===== src/rtl/noc_packetizer.sv =====
// Packetizer: turns a request plus a stream of payload beats into HEAD/BODY/TAIL
// (or a single HEADTAIL) flits through one registered output stage.
module noc_packetizer #(
   parameter  int PAYLOAD_DATA_WIDTH = 512,
   parameter  int MESH_SIZE_X        = 65,
   parameter  int MESH_SIZE_Y        = 65,
   parameter  int MAX_BEATS          = 255,
   localparam int DEST_ADDR_SIZE_X   = $clog2(MESH_SIZE_X),
   localparam int DEST_ADDR_SIZE_Y   = $clog2(MESH_SIZE_Y),
   localparam int MESH_NODE_ID_WIDTH = DEST_ADDR_SIZE_X + DEST_ADDR_SIZE_Y,
   localparam int BEAT_W             = $clog2(MAX_BEATS + 1),
   localparam int FLIT_DATA_SIZE     = DEST_ADDR_SIZE_X + DEST_ADDR_SIZE_Y
                                       + MESH_NODE_ID_WIDTH + PAYLOAD_DATA_WIDTH
) (
   input  logic                          core_clk,
   input  logic                          resetn,
   input  logic                          req_valid,
   output logic                          req_ready,
   input  logic [DEST_ADDR_SIZE_X-1:0]   req_dest_col,
   input  logic [DEST_ADDR_SIZE_Y-1:0]   req_dest_row,
   input  logic [MESH_NODE_ID_WIDTH-1:0] req_src_id,
   input  logic [BEAT_W-1:0]             req_beats,
   input  logic                          data_valid,
   input  logic [PAYLOAD_DATA_WIDTH-1:0] data_payload,
   output logic                          data_ready,
   output logic                          flit_valid,
   output logic [FLIT_DATA_SIZE+1:0]     flit_out,
   input  logic                          flit_ready,
   output logic                          busy
);

   typedef enum logic [1:0] {IDLE, HEAD, STREAM} state_t;
   typedef enum logic [1:0] {
      LBL_HEAD     = 2'd0,
      LBL_BODY     = 2'd1,
      LBL_TAIL     = 2'd2,
      LBL_HEADTAIL = 2'd3
   } flit_label_t;

   state_t                          state, state_nxt;
   logic [DEST_ADDR_SIZE_X-1:0]     dest_col_q;
   logic [DEST_ADDR_SIZE_Y-1:0]     dest_row_q;
   logic [MESH_NODE_ID_WIDTH-1:0]   src_q;
   logic [BEAT_W-1:0]               beats_q;
   logic [BEAT_W-1:0]               cnt_q;

   logic                            out_free;
   logic                            req_fire;
   logic                            data_fire;
   logic                            zero_pkt;
   logic                            single_pkt;
   logic                            last_stream;
   logic                            load_zero;
   logic                            load_flit;
   flit_label_t                     flit_lbl;
   logic [PAYLOAD_DATA_WIDTH-1:0]   head_payload;
   logic [FLIT_DATA_SIZE+1:0]       flit_nxt;

   assign out_free    = !flit_valid || flit_ready;
   assign req_fire    = req_valid && req_ready;
   assign data_fire   = data_valid && data_ready;
   assign zero_pkt    = (beats_q == '0);
   assign single_pkt  = (beats_q <= BEAT_W'(1));
   assign last_stream = (cnt_q == BEAT_W'(1));
   // A zero-beat packet has no data handshake; it loads on output-register space alone.
   assign load_zero   = (state == HEAD) && zero_pkt && out_free;
   assign load_flit   = data_fire || load_zero;

   always_ff @(posedge core_clk or negedge resetn) begin
      if (!resetn) state <= IDLE;
      else         state <= state_nxt;
   end

   always_comb begin
      state_nxt = state;
      unique case (state)
         IDLE:    if (req_fire) state_nxt = HEAD;
         HEAD: begin
            if (load_zero)      state_nxt = IDLE;
            else if (data_fire) state_nxt = single_pkt ? IDLE : STREAM;
         end
         STREAM:  if (data_fire && last_stream) state_nxt = IDLE;
         default: state_nxt = IDLE;
      endcase
   end

   always_comb begin
      req_ready  = (state == IDLE) && resetn;
      busy       = (state != IDLE);
      data_ready = 1'b0;
      flit_lbl   = LBL_BODY;
      unique case (state)
         HEAD: begin
            data_ready = out_free && !zero_pkt;
            flit_lbl   = single_pkt ? LBL_HEADTAIL : LBL_HEAD;
         end
         STREAM: begin
            data_ready = out_free;
            flit_lbl   = last_stream ? LBL_TAIL : LBL_BODY;
         end
         default: ;
      endcase
   end

   assign head_payload = zero_pkt ? '0 : data_payload;
   assign flit_nxt     = (state == HEAD)
                         ? {flit_lbl, dest_col_q, dest_row_q, src_q, head_payload}
                         : {flit_lbl, FLIT_DATA_SIZE'(data_payload)};

   always_ff @(posedge core_clk or negedge resetn) begin
      if (!resetn) begin
         dest_col_q <= '0;
         dest_row_q <= '0;
         src_q      <= '0;
         beats_q    <= '0;
         cnt_q      <= '0;
         flit_valid <= 1'b0;
         flit_out   <= '0;
      end else begin
         if (req_fire) begin
            dest_col_q <= req_dest_col;
            dest_row_q <= req_dest_row;
            src_q      <= req_src_id;
            beats_q    <= req_beats;
            cnt_q      <= req_beats - BEAT_W'(1);
         end else if ((state == STREAM) && data_fire) begin
            cnt_q <= cnt_q - BEAT_W'(1);
         end
         if (load_flit) begin
            flit_out   <= flit_nxt;
            flit_valid <= 1'b1;
         end else if (flit_ready) begin
            flit_valid <= 1'b0;
         end
      end
   end

endmodule

===== config.mk =====
export PLATFORM = sky130hd
export DESIGN_NAME = noc_packetizer
export DESIGN_NICKNAME = d
export VERILOG_FILES = /design/src/rtl/noc_packetizer.sv
export SDC_FILE = /design/constraint.sdc
export NUM_CORES = 1
export LEC_CHECK = 0
export CORE_AREA = 2 2 429 431
export CTS_CLUSTER_SIZE = 24
export DETAILED_ROUTE_END_ITERATION = 16
export DIE_AREA = 0 0 431 433
export GPL_TIMING_DRIVEN = 0
export PLACE_DENSITY = 0.43
export SETUP_SLACK_MARGIN = 0.05
export SLEW_MARGIN = 20
export SYNTH_ARGS = -nofsm -noshare
export SYNTH_HDL_FRONTEND = slang
export SYNTH_SLANG_ARGS = --single-unit

===== constraint.sdc =====
create_clock -name core_clk -period 2.2 [get_ports core_clk]
set_input_delay 0.44 -clock core_clk [delete_from_list [all_inputs] [get_ports core_clk]]
set_output_delay 0.44 -clock core_clk [all_outputs]
set_load 0.02 [all_outputs]

== Yosys cells after proc, flatten, opt, wreduce, memory -nomap -nowiden ==
Cells that the tools add are included.

* Register bits after elaboration: 589
* Output and inout bits: 546
* Word-level logic and storage cells: 51

* Add/sub/neg operators: 2
* Order comparisons: 1
* Equal/unequal tests: 6
* Mux-type cells: 16
* Reductions and logical operators: 18

{| class="wikitable"
|+ Operators by type and width
! operator !! number
|-
| 540-bit 2-to-1 mux || 1
|-
| 512-bit 2-to-1 mux || 1
|-
| 8-bit 2-to-1 mux || 2
|-
| 8-bit by 1-bit subtractor with 8-bit output, second input constant || 2
|-
| 2-bit 2-to-1 mux || 7
|-
| 8-bit by 1-bit equality test with 1-bit output, second input constant || 1
|-
| 8-bit by 1-bit <= comparator with 1-bit output, second input constant || 1
|-
| 1-bit logical AND || 8
|-
| 8-bit zero test || 1
|-
| 2-bit one-hot mux with 3 select lines || 1
|-
| 2-bit nonzero test || 3
|-
| 2-bit != test, second input constant || 2
|-
| 2-bit one-hot mux with 2 select lines || 1
|-
| 3-bit != test, second input constant || 1
|-
| 3-bit AND reduction || 1
|-
| 2-bit by 1-bit equality test with 1-bit output, second input constant || 1
|-
| 2-bit equality test, second input constant || 1
|-
| 1-bit zero test || 2
|-
| 2-bit zero test || 1
|-
| 1-bit logical OR || 2
|-
| 1-bit 2-to-1 mux || 2
|-
| 1-bit one-hot mux with 2 select lines || 1
|}

== Logic depth before layout (Yosys ltp) ==
Gate-level depths: netlist of the first run.

* Depth in word-level cells: 8
* Gate-level depth with buffers: 10
* Gate-level depth less buffers: 7

== Least setup slack after synthesis of the first run ==
Ideal clock, no wire load.

* Path type: register to register
* From: register state[0]
* To: register flit_out[520]
* Setup time: 66 ps
* Arrival: 1965 ps
* Data required time: 2134 ps
* Setup slack: 169 ps
* Cell stages (with the launch flop): 11
* Cell sequence: dfrtp_1 inv_1 ha_1 and2_1 o211ai_1 o31a_1 buf_2 clkbuf_1 clkbuf_1 nand2_1 nand2_1

* Cells in the longest elaborated chain, start to end: 4
* Elaborated cells between the ends (all ways): 8
* Classes of those cells: eq/ne (2); mux (2); reduce/logical (4)

{| class="wikitable"
|+ RTL lines
! item !! RTL line !! RTL
|-
| start, declared || 40 || <nowiki>state_t state, state_nxt;</nowiki>
|-
| start signal, assigned || 71 || <nowiki>else state <= state_nxt;</nowiki>
|-
| 2-bit equality test / 2-bit by 1-bit equality test with 1-bit output (equally long branches) || 92, 66, 106 ||
|-
| 1-bit one-hot mux with 2 select lines / 1-bit logical AND (equally long branches) || 92, 66 ||
|-
| 1-bit logical AND, on equally long branches || 61, 66 ||
|-
| 1-bit logical OR || 67 || <nowiki>assign load_flit = data_fire || load_zero;</nowiki>
|-
| end signal, assigned || 130 || <nowiki>flit_out <= flit_nxt;</nowiki>
|-
| end, declared || 27 || <nowiki>output logic [FLIT_DATA_SIZE+1:0] flit_out,</nowiki>
|}

Parallel ways exist; a longest one is shown, timed or not.
A chain may end at the register's enable or synchronous reset.

== Worst setup path after layout of the first run ==
* From: register beats_q[7]
* To: register flit_out[284]

* Cells in the longest elaborated chain, start to end: 6
* Elaborated cells between the ends (all ways): 10
* Classes of those cells: mux (3); reduce/logical (7)

{| class="wikitable"
|+ RTL lines
! item !! RTL line !! RTL
|-
| start, declared || 44 || <nowiki>logic [BEAT_W-1:0] beats_q;</nowiki>
|-
| start signal, assigned || 124 || <nowiki>beats_q <= req_beats;</nowiki>
|-
| 8-bit zero test * || 62 || <nowiki>assign zero_pkt = (beats_q == '0);</nowiki>
|-
| 1-bit zero test || 94 || <nowiki>data_ready = out_free && !zero_pkt;</nowiki>
|-
| 1-bit logical AND || 94 ||
|-
| 1-bit one-hot mux with 2 select lines || 92 || <nowiki>unique case (state)</nowiki>
|-
| 1-bit logical AND || 61 || <nowiki>assign data_fire = data_valid && data_ready;</nowiki>
|-
| 1-bit logical OR || 67 ||
|}

Mark *: on every way between the ends. The rest lies on a longest branch, timed or not.

==> impl_metrics.yaml, run 1 <==
setup_path:
  cp-start-kind: "flip-flop"
  worstRegToRegCells: 9
  slowest_stage: "dfrtp_1"
  rrSetupSlack_ns: -0.19
  critical_path_class: "reg2reg"
  cp.required_ns: 2.75
  cp_cell_sequence: "nor4_4, buf_4, nand3_4, o31a_1, buf_12, buf_16, buf_16, clkbuf_16, a22o_1"
  end_kind: "flip-flop"
  crit_arrival_ns: 2.94
  crit_fanout: 8
  path_common_cell: "buf_16"
  max_stage_delay_ns: 0.40
synthesis:
  yosys_register_bits: 589
  synth_top_family_by_area: "compound AO/OA/AOI/OAI gates"
  ys.flop_type: "dfrtp_1"
  synthTopCellsByCount: "dfrtp_1, a22o_1, nand2_1"
  synth_xor_area_frac: 0.004967
  syn-cell-area_mm2: 0.02116
  synth_compound_area_frac: 0.2190
  yosysTopAreaCell: "dfrtp_1"
  synthMuxAreaShare: 0.01851
  synth_edf_count: 0
  syn-num-nets: 2012
  async_flop_share: 1.000
  synth_top_area_share: 0.6966
  synth.area.top_cells: "dfrtp_1, a22o_1, mux2_2"
  synth_adder_area_share: 0.003548
  seq_area_frac_synth: 0.6966
  synth_cell_type_count: 35
  yosysWarnings: 0
  yosys.area_share.simple: 0.02933
  synthCells: 1453
  synthMostInstantiatedCell: "dfrtp_1"
  syn_area_per_cell_um2: 14.56
finish:
  fin_nets: 3303
  drive_gt1_frac: 0.1764
  stdcell_area_mm2: 0.04156
  area_delta_synth_final_pct: 96.45
  fin_cells: 5195
  final_util: 0.2283
detailed_routing:
  drc: 0
  drt-wirelength-per-cell_um: 27.97
  avgViaCountPerCell: 3.655
  via_count: 18990
  drt_iter0_markers: 1159
  dr.pass1.iters: 5
  wl_um: 145300
  antenna_left: 0
timing:
  slew_viol_final: 0
  hold_viol: 0
  timing.final.crit_share: 1.087
  fin_worst_skew_ns: 0.02840
  setup_viol: 492
  fin_hold_ws_ns: 0.3494
  tns_ns: -42.45
  finalCriticalPeriod_ns: 2.392
  worstMarginPinSlew_ns: 0.6435
  max_freq_mhz: 418.0
  timing.final.ws_setup_ns: -0.1922
  relSlewSlack: 0.5727
  rsz0062_at_grt: "yes"
power_and_ir_drop:
  p_leak_nw: 19.40
  finalPower_mw: 59.81
  power_density_mw_per_mm2: 1439
  p_sw_mw: 23.69
  combPwrFrac: 0.462
  clkPwrFrac: 0.224
  p_int_mw: 36.12
  pwr-share-seq: 0.313
  ir_drop_v: 0.0005758
  swShare: 0.3961
clocking:
  cts.sinks: 589
  cts_tree: "yes"
  cts_buffer_depth: 3
  h-tree-depth: 3
  cts_buffers: 77
  clk_pin_slew_ns: 0.06
  ctsRootBufferMaster: "clkbuf_16"
  clkLatencyLatePin_ns: 0.69
place:
  placed_area_mm2: 0.03537
  dp.cells: 4944
  gp_congestion: 0.8696
  dpl_worst_slack_ns: -1.719
  dp_hpwl_um: 109900
  numPortBuffers: 1098
status:
  violations: "negative setup slack"
  outcome: "finished, violations left"
global_routing:
  busiest_layer: "met2"
  grt-ovfl-total: 0
  met3_usage: 0.05931
  antenna_found_initial: 35
  grt_max_degree: 90
  grt_pass1_vias: 19710
  met1_usage: 0.1825
  met2_usage: 0.2441
  grt_first_pass_wirelength_um: 189000
  gr-usage-all-layers: 0.1500
job:
  maxCapViolations: 0
floorplan:
  die-area_mm2: 0.1866
  die_h_um: 433
  die_width_um: 431
  start_util: 0.1162
  boundaryPins: 1099
  core_area_mm2: 0.1821
  rows: 157
hold_path:
  min_path_type: "in2reg"
  min_path_cells: 2
==> kinds of logic after synthesis <==
family / count (synthesis)
xor+xnor: 12
buf+inv: 138
mux: 35
fa+ha+maj: 6
flops: 589
simple gates: 136
compound gates: 537
==> worst paths after layout <==
| kind | startpoint | end |
|---|---|---|
| hold / removal | data_payload[123] | flit_out[123] |
| setup reg to reg | beats_q[7] | flit_out[284] |
| hold reg to reg | flit_out[516] | flit_out[516] |
| setup / recovery | beats_q[7] | flit_out[284] |
| max in group asynchronous | resetn | flit_out[361] |
| min in group asynchronous | resetn | flit_out[82] |
==> power by group through the flow <==
stage / Clock (mW) / Combinational (mW) / Sequential [mW]
6_report: 13.4 / 27.7 / 18.7
5_1_grt: 14.3 / 29.3 / 19.2
4_1_cts: 13.9 / 28.1 / 18.7
3_5_place_dp: 0 / 26.2 / 18.8
3_3_place_gp: 0 / 26.1 / 18.9
2_1_floorplan: 0 / 6.30 / 23.0
==> sequential cells by signal, summed over array words and instances, names as in the netlist <==
| register | cells |
|---|---|
| flit_valid | 1 |
| cnt_q | 8 |
| dest_row_q | 7 |
| dest_col_q | 7 |
| state | 2 |
| src_q | 14 |
| flit_out | 542 |
| beats_q | 8 |
==> layer usage <==
metal	share of wire	wire length (um)
met1	0.40	58470
met2	0.48	69390
met3	0.095	13770
met4	0.025	3632
met5	0.000083	12
==> cell usage in the layout (no fill, tap or decap), types with 9 or more instances in the layout <==
cell,n
a21oi_1,10
buf_16,36
nand3_1,31
buf_6,28
buf_8,45
mux2_2,33
clkbuf_16,148
nand2_2,25
clkdlybuf4s15_1,15
buf_12,18
clkinv_2,10
a22o_1,512
dlygate4sd2_1,359
diode_2,9
buf_4,28
nand2_1,29
clkdlybuf4s50_1,681
clkdlybuf4s15_2,39
clkbuf_8,19
nand2_4,18
clkbuf_1,21
nor2_1,11
dfrtp_1,586
==> worst max-delay path: cells and delay by family, from the launching register on <==
family | cells | cell delay (ns)
buf+inv | 5 | 0.87
simple gates | 2 | 0.42
flops | 1 | 0.40
compound gates | 2 | 0.46
==> final cells by class <==
| class | count | area (um2) |
|---|---|---|
| Antenna cell | 9 | 22.52 |
| Buffer | 124 | 2093 |
| Clock buffer | 111 | 2257 |
| Clock inverter | 25 | 385.4 |
| Fill cell | 19410 | 140500 |
| Inverter | 10 | 37.54 |
| Multi-Input combinational cell | 726 | 6126 |
| Sequential cell | 589 | 14740 |
| Tap cell | 2385 | 2984 |
| Timing Repair Buffer | 1216 | 12920 |
==> repair_timing <==
| item | CTS | global route |
|---|---|---|
| hold endpoints to repair | 57 | 0 |
| cloned | 70 | 3 |
| pin swaps | 52 | 17 |
| buffers inserted | 32 | 8 |
| gates resized for setup | 956 | 120 |
| setup endpoints to repair | 1107 | 679 |
| hold buffers | 8 | 0 |
Power figures use the tool's default switching activity.
==> run 2: changes to the inputs <==
PLACE_DENSITY = not set   (was 0.43)
==> impl_metrics.yaml, run 2 (synthesized netlist as in run 1, its figures left out) <==
clocking:
  cts_buffer_depth: 3
  h-tree-depth: 3
  cts_tree: "yes"
  ctsRootBufferMaster: "clkbuf_16"
  clkLatencyLatePin_ns: 0.70
  cts_buffers: 71
  clk_pin_slew_ns: 0.06
  cts.sinks: 589
setup_path:
  critical_path_class: "reg2reg"
  crit_fanout: 10
  cp.required_ns: 2.75
  cp_cell_sequence: "nor4_4, buf_4, nand3_4, o31a_1, buf_12, buf_16, buf_12, clkbuf_8, a22o_1"
  path_common_cell: "buf_12"
  worstRegToRegCells: 9
  crit-reg2reg-capture: "flit_out[211]"
  path_buf_inv: 5
  crit_arrival_ns: 2.93
  worst_path_dominant_cell_family: "buffers and inverters"
  end_kind: "flip-flop"
  slowest_stage: "dfrtp_1"
  r2r-start: "beats_q[5]"
  max_stage_delay_ns: 0.40
  cp-start-kind: "flip-flop"
  rrSetupSlack_ns: -0.18
global_routing:
  grt-ovfl-total: 0
  grt_first_pass_wirelength_um: 189000
  grt_max_degree: 98
  antenna_found_initial: 45
  grt_pass1_vias: 19740
  gr-usage-all-layers: 0.1515
detailed_routing:
  drt-wirelength-per-cell_um: 29.14
  avgViaCountPerCell: 3.834
  dr.pass1.iters: 7
  antenna_left: 0
  drc: 0
  drt_iter0_markers: 1772
  wl_um: 150600
  via_count: 19810
floorplan:
  die-area_mm2: 0.1866
  die_width_um: 431
  start_util: 0.1162
  rows: 157
  core_area_mm2: 0.1821
  boundaryPins: 1099
  die_h_um: 433
timing:
  rsz0062_at_grt: "yes"
  tns_ns: -41.02
  timing.final.crit_share: 1.081
  slew_viol_final: 0
  timing.final.ws_setup_ns: -0.1788
  setup_viol: 603
  max_freq_mhz: 420.4
  finalCriticalPeriod_ns: 2.379
  relSlewSlack: 0.4691
  fin_hold_ws_ns: 0.06289
  hold_viol: 0
  fin_worst_skew_ns: 0.05779
  worstMarginPinSlew_ns: 0.7995
place:
  dp_hpwl_um: 116400
  dp.cells: 4944
  numPortBuffers: 1098
  gp_congestion: 0.9231
  placed_area_mm2: 0.03537
power_and_ir_drop:
  ir_drop_v: 0.0008183
  power_density_mw_per_mm2: 1481
  p_leak_nw: 18.24
finish:
  fill_cells: 19250
  fin_cells: 5167
  layout_commonest_cell: "clkdlybuf4s50_1"
  final_cell_mix: "clkdlybuf4s50_1, dfrtp_1, a22o_1"
  stdcell_area_mm2: 0.04091
  drive_gt1_frac: 0.1437
  max_flop_register: "flit_out"
  largest_registers: "flit_out (542), src_q (14)"
  area_delta_synth_final_pct: 93.37
  largest_reg_flops: 542
  fin_nets: 3274
status:
  outcome: "finished, violations left"
  violations: "negative setup slack"
hold_path:
  min_path_type: "in2async"
job:
  maxCapViolations: 0
## run 2: changes by cell type in the layout (fill, tap and decap cells not counted), sizes merged, moves of 10 or more
cell | before | now
clkdlybuf4s50 | 681 | 1008
buf | 156 | 140
dlygate4sd2 | 359 | 72
dlymetal6s2s | 0 | 10
clkdlybuf4s15 | 54 | 3
clkbuf | 196 | 175
## run 2: worst min-delay path, cell delays in order
cell    delay, ns
buf_16       0.08
buf_12       0.09
buf_12       0.09
buf_16       0.15
buf_16       0.17
## run 2: worst max path at each step
stage               startpoint       endpoint  slack (ns)  depth (start not counted)
CTS                 beats_q[5]  flit_out[111]       -0.21                         10
detailed placement  flit_ready  flit_out[259]       -1.56                          8
global route        beats_q[5]  flit_out[211]       -0.26                          9
finish              beats_q[5]  flit_out[211]       -0.18                          9
floorplan             state[0]  flit_out[520]        0.17                         10
global placement        resetn       src_q[1]      -26.64                          1
## run 2: stage by stage
stage / util / power, mW / worst slack [ns]
final: 0.2247 / 60.58 / -0.1788
after global placement: 0.1929 / 45.06 / -26.64
after floorplan: - / 29.26 / 0.1690
after global routing: 0.2246 / 63.22 / -0.2603
after detailed placement: 0.1943 / 45.26 / -1.556
after CTS: 0.2195 / 60.09 / -0.2100
## run 2: power by group
part | switching [mW] | leakage, nW | internal, mW
clock | 5.21 | 1.23 | 7.44
combinational | 15.1 | 9.55 | 13.7
sequential | 3.68 | 7.47 | 15.5
total | 24.0 | 18.2 | 36.6
## run 2: timing repair
item                                    in CTS  in global routing
pin swaps                                   11                  6
hold buffers                                 7                  0
resized for setup                          407                154
endpoints found under the hold margin      190                  0
setup buffers                               14                  9
gates cloned                                34                 24
endpoints found under the setup margin    1068               1013
## run 2: per-layer routing
layer | routed length [um] | global-route usage | part of all wire
met1 | 56190 | 0.1746 | 0.37
met2 | 67860 | 0.2297 | 0.45
met3 | 21470 | 0.09014 | 0.14
met4 | 4988 | 0.05453 | 0.033
met5 | 40 | 0 | 0.00027
## run 2: layout make-up
type	count	area, um2	share of cell area
antenna	13	32.53	0.0007951
inverter	10	37.54	0.0009175
tap	2385	2984	0.07294
sequential	589	14740	0.3603
buffer	127	1864	0.04557
clock inverter	24	321.6	0.007860
clock buffer	103	2158	0.05275
multi-input combinational	726	5967	0.1458
timing repair buffer	1190	12810	0.3130
